## config.mk

```make
export PLATFORM = sky130hd
export DESIGN_NAME = recirculador_param
export DESIGN_NICKNAME = d
export VERILOG_FILES = /design/src/rtl/recirculador_param.sv
export SDC_FILE = /design/constraint.sdc
export NUM_CORES = 1
export LEC_CHECK = 0
export CORE_ASPECT_RATIO = 2
export CORE_UTILIZATION = 40
export DETAILED_ROUTE_END_ITERATION = 6
export PLACE_DENSITY_LB_ADDON = 0.15
export SKIP_CTS_REPAIR_TIMING = 1
export SYNTH_ARGS = -nofsm -noshare
export SYNTH_HDL_FRONTEND = slang
export SYNTH_SLANG_ARGS = --single-unit
```

## constraint.sdc

```tcl
create_clock -name clk -period 6 [get_ports clk]
set_input_delay 0.6 -clock clk [delete_from_list [all_inputs] [get_ports clk]]
set_output_delay 0.6 -clock clk [all_outputs]
set_load 0.05 [all_outputs]
```

## src/rtl/recirculador_param.sv

```systemverilog
// Parametrised lane recirculator: steers each valid word to a per-lane FWFT FIFO
// (active path) or to a one-stage register (desactivado path), with a drain-aware mode FSM.
module recirculador_param #(
   parameter int unsigned NUM_CH     = 4,
   parameter int unsigned DATA_WIDTH = 8,
   parameter int unsigned DEPTH      = 4,
   parameter int unsigned CNT_WIDTH  = 8
) (
   input  logic                         clk,
   input  logic                         reset,
   input  logic                         active,
   input  logic [NUM_CH-1:0]            valid_in,
   input  logic [NUM_CH*DATA_WIDTH-1:0] data_in,
   input  logic [NUM_CH-1:0]            ready_in,
   output logic [NUM_CH-1:0]            valid_out_activo,
   output logic [NUM_CH*DATA_WIDTH-1:0] data_out_activo,
   output logic [NUM_CH-1:0]            valid_out_desactivado,
   output logic [NUM_CH*DATA_WIDTH-1:0] data_out_desactivado,
   output logic [NUM_CH-1:0]            fifo_full,
   output logic [NUM_CH-1:0]            fifo_empty,
   output logic [1:0]                   state,
   output logic [CNT_WIDTH-1:0]         recirc_count,
   output logic                         overflow_err
);

   localparam int unsigned PTR_W = (DEPTH > 1) ? $clog2(DEPTH) : 1;
   localparam int unsigned OCC_W = PTR_W + 1;
   localparam int unsigned PC_W  = $clog2(NUM_CH + 1);
   localparam int unsigned SUM_W = CNT_WIDTH + PC_W;
   localparam logic [CNT_WIDTH-1:0] CNT_MAX = '1;

   typedef enum logic [1:0] {
      ST_RECIRC = 2'd0,
      ST_ACTIVE = 2'd1,
      ST_DRAIN  = 2'd2
   } state_t;

   state_t                state_q;
   logic [DATA_WIDTH-1:0] mem    [NUM_CH][DEPTH];
   logic [PTR_W-1:0]      wr_ptr [NUM_CH];
   logic [PTR_W-1:0]      rd_ptr [NUM_CH];
   logic [OCC_W-1:0]      occ    [NUM_CH];

   logic [NUM_CH-1:0] push_c;
   logic [NUM_CH-1:0] pop_c;
   logic [NUM_CH-1:0] divert_c;
   logic [NUM_CH-1:0] ovf_c;
   logic [PC_W-1:0]   pc_c;
   logic [SUM_W-1:0]  sum_c;

   assign state = state_q;

   // Flags and head words come straight from the FIFO registers
   always_comb begin
      fifo_full        = '0;
      fifo_empty       = '0;
      valid_out_activo = '0;
      data_out_activo  = '0;
      for (int i = 0; i < NUM_CH; i++) begin
         fifo_full[i]        = (occ[i] == OCC_W'(DEPTH));
         fifo_empty[i]       = (occ[i] == '0);
         valid_out_activo[i] = (occ[i] != '0);
         data_out_activo[i*DATA_WIDTH +: DATA_WIDTH] = mem[i][rd_ptr[i]];
      end
   end

   // Routing decision: fullness is judged before any same-cycle pop
   always_comb begin
      push_c   = '0;
      pop_c    = '0;
      divert_c = '0;
      ovf_c    = '0;
      pc_c     = '0;
      for (int i = 0; i < NUM_CH; i++) begin
         push_c[i]   = valid_in[i] && (state_q == ST_ACTIVE) && !fifo_full[i];
         ovf_c[i]    = valid_in[i] && (state_q == ST_ACTIVE) && fifo_full[i];
         divert_c[i] = valid_in[i] && !push_c[i];
         pop_c[i]    = valid_out_activo[i] && ready_in[i];
         pc_c        = pc_c + PC_W'(divert_c[i]);
      end
      sum_c = SUM_W'(recirc_count) + SUM_W'(pc_c);
   end

   always_ff @(posedge clk) begin
      if (reset) begin
         state_q               <= ST_RECIRC;
         valid_out_desactivado <= '0;
         data_out_desactivado  <= '0;
         recirc_count          <= '0;
         overflow_err          <= 1'b0;
         for (int i = 0; i < NUM_CH; i++) begin
            wr_ptr[i] <= '0;
            rd_ptr[i] <= '0;
            occ[i]    <= '0;
            for (int j = 0; j < DEPTH; j++) mem[i][j] <= '0;
         end
      end else begin
         // Mode machine; DRAIN leaves only once the registered flags show all FIFOs empty
         case (state_q)
            ST_RECIRC: if (active) state_q <= ST_ACTIVE;
            ST_ACTIVE: if (!active) state_q <= ST_DRAIN;
            ST_DRAIN: begin
               if (active)           state_q <= ST_ACTIVE;
               else if (&fifo_empty) state_q <= ST_RECIRC;
            end
            default: state_q <= ST_RECIRC;
         endcase

         for (int i = 0; i < NUM_CH; i++) begin
            if (push_c[i]) begin
               mem[i][wr_ptr[i]] <= data_in[i*DATA_WIDTH +: DATA_WIDTH];
               wr_ptr[i]         <= wr_ptr[i] + PTR_W'(1);
            end
            if (pop_c[i]) rd_ptr[i] <= rd_ptr[i] + PTR_W'(1);
            if (push_c[i] && !pop_c[i])      occ[i] <= occ[i] + OCC_W'(1);
            else if (!push_c[i] && pop_c[i]) occ[i] <= occ[i] - OCC_W'(1);

            valid_out_desactivado[i] <= divert_c[i];
            data_out_desactivado[i*DATA_WIDTH +: DATA_WIDTH] <=
               divert_c[i] ? data_in[i*DATA_WIDTH +: DATA_WIDTH] : DATA_WIDTH'(0);
         end

         recirc_count <= (sum_c > SUM_W'(CNT_MAX)) ? CNT_MAX : CNT_WIDTH'(sum_c);
         if (|ovf_c) overflow_err <= 1'b1;
      end
   end

endmodule

```

==> reports/results.txt <==
status - completed
vias per cell - 5.13
Mapped Area - 8730 sq um
global-route wire length before repair - 30700 um
VDD IR-drop max - 0.218 mV
Tightest Pin Transition - 0.882 ns
Primary FF master, synth - dfxtp_1
Clock Sinks - 203
Hold Startpoint - mem[3][12]$_SDFFE_PP0P_
Final Max Slew Viols - 0
final worst path period share - 53.4%
pwr dens - 331 nW/um^2
CP Data Arrival Time - 2.60 ns
Fmax - 312 MHz
min Tclk post-route - 3.20 ns
number of cell rows - 76
Max-slew headroom - 40.4%
clock-pin transition on the worst setup and hold timing paths - 0.06 ns
RSZ-0062 raised after global routing - no
final instance area - 10900 sq um
Crit Path Class - flop to output port
Reg2Reg Setup Slack - 2.81 ns
WHS - 0.495 ns
initial antenna violation count - 0
crit-path max FO - 10
WHS Endpoint - mem[3][12]$_SDFFE_PP0P_
vias in the first global route - 5883
Crit. End Element - output port
chip height - 211 um
drt first-iter violations - 160
Final setup viols - 0
yosys synthesis warning count - 0
worst skew pair latency - 0.50 ns
fraction of layout cells with a size suffix above 1 - 10.3%
Area Growth Syn to Fin - 24.3%
via count - 5555
H-tree depth - 1
global placement routability congestion - 0.756
Port Buffers - 133
Max Cap Viol - 0
setup TNS - 0 ns
setup ws final - 2.80 ns
number of cells produced by synthesis - 673
worst-path cell chain - mux4_2 -> clkdlybuf4s50_1
DP Wirelength - 14400 um
CP Launch Point - rd_ptr[3][0]$_SDFFCE_PN0P_
Slowest Stage Delay on Critical Path - 0.77 ns
TritonCTS clock tree - built
maximum clock path buffer count - 3
syn avg cell area - 13.0 sq um
library cells used by synthesis - 49
Starting Density - 40.6%
drt pass-1 iters - 6
Leak - 4.51 nW
io pins - 134
Yosys reg bits - 203
CP Launch Type - flop
Hold Crit Class - flop to flop
Worst Path Required - 5.40 ns
Routed Antenna Nets - 0
DRC Markers - 0
Die W - 106 um
Die Area - 22500 sq um
Area after DPL - 10300 sq um
Tot GR Track Use - 17.9%
terminus of the critical flop-to-flop path - recirc_count[2]$_SDFF_PP0_
n_diodes - 0
Overall Power - 0.00359 W
CTS root buf - clkbuf_16
clock skew - 0.00948 ns
Hold Path Stages - 2
Post-synth EDFFs - 100
CP max stage cell - edfxtp_1
largest net degree at the start of global routing - 67
final hold vios - 0
R2R Path Start - occ[0][0]$_SDFFCE_PN0P_
FF-to-FF path depth - 11
syn nets - 742
GR Overflow Total - 0
Setup WS pre-CTS - 2.34 ns
drt wl/cell - 18.4 um
fillers - 1965
Detailed Route WL - 19900 um
core region area - 21500 sq um
CTS Buf Count - 19
Post-synth ARST share - 0%
Layout Nets - 865
sequential fraction of the synthesis area - 58.0%
==> routing by layer <==
metal  track usage (%)  vias up  wire (um)
li1                  -     2661          -
met1              17.3     2748       7000
met2              36.4      112      11600
met3              2.19       34        691
met4              7.84        0        568
met5                 0        -          0
==> stage by stage <==
| stage | util [%] | cells |
|---|---|---|
| 6_report | 50.5 | 1082 |
| 5_1_grt | 50.5 | 1082 |
| 3_3_place_gp | 47.8 | 1048 |
| 4_1_cts | 50.5 | 1082 |
| 3_5_place_dp | 47.8 | 1048 |
| 2_1_floorplan | - | 673 |
==> logic make-up after synthesis <==
family,synth area share (%)
XOR/XNOR,1.81
flip-flops,58.0
buffers and inverters,2.98
multiplexers,14.6
AND/OR/NAND/NOR,15.7
adder cells (fa/ha/maj),4.16
AO/OA/AOI/OAI,2.74
==> layout make-up <==
cell class,instances,area (sq um),area share [%]
Sequential cell,203,5060,46.7
Inverter,30,113,1.04
Multi-Input combinational cell,407,3400,31.4
Clock buffer,28,552,5.08
Tap cell,273,342,3.15
Timing Repair Buffer,135,1340,12.4
Clock inverter,6,33.8,0.311
==> worst max path at each step <==
stage                                 end
2_1_floorplan  recirc_count[0]$_SDFF_PP0_
3_3_place_gp   recirc_count[0]$_SDFF_PP0_
3_5_place_dp   recirc_count[2]$_SDFF_PP0_
4_1_cts               data_out_activo[31]
5_1_grt        recirc_count[2]$_SDFF_PP0_
6_report              data_out_activo[31]
==> Yosys cell counts, types with 13 or more instances <==
master	n	area share, %
and2_1	32	2.3
and3_1	36	2.6
clkbuf_1	24	1.0
dfxtp_1	103	24
edfxtp_1	100	34
ha_1	21	3.0
inv_1	30	1.3
mux2i_1	55	6.3
mux4_2	32	8.3
nand3_1	13	0.75
nor2_1	61	2.6
nor2b_1	17	1.2
nor3_1	20	1.1
==> critical path, delay by kind of cell, from the launching register on <==
kind | cells | cell delay [ns]
buffers and inverters | 1 | 0.74
muxes | 1 | 0.60
DFF | 1 | 0.77
==> flip-flops by register name, indices dropped and copies added, names as in the netlist, 2 cells and up <==
signal	count
mem	128
data_out_desactivado	32
occ	12
rd_ptr	8
recirc_count	8
wr_ptr	8
valid_out_desactivado	4
state	2
==> power breakdown <==
part | internal, W | total (W) | leakage, nW | switching [W]
registers | 0.00155 | 0.00164 | 1.88 | 0.0000867
logic | 0.000304 | 0.000802 | 2.33 | 0.000498
clock network | 0.000642 | 0.00115 | 0.295 | 0.000511
==> placed cells by master (no fill, tap or decap), drive strengths merged, types with 7 or more instances in the layout <==
master           n
a21o             9
a21oi           11
and2            32
and3            37
clkbuf          28
clkdlybuf4s50  132
dfxtp          103
edfxtp         100
ha              21
inv             31
mux2i           55
mux4            32
nand2            7
nand2b          12
nand3           13
nor2            61
nor2b           17
nor3            20
nor3b            8
o21ai            7
or3             11
xnor2           12
(Power assumes the default switching activity.)
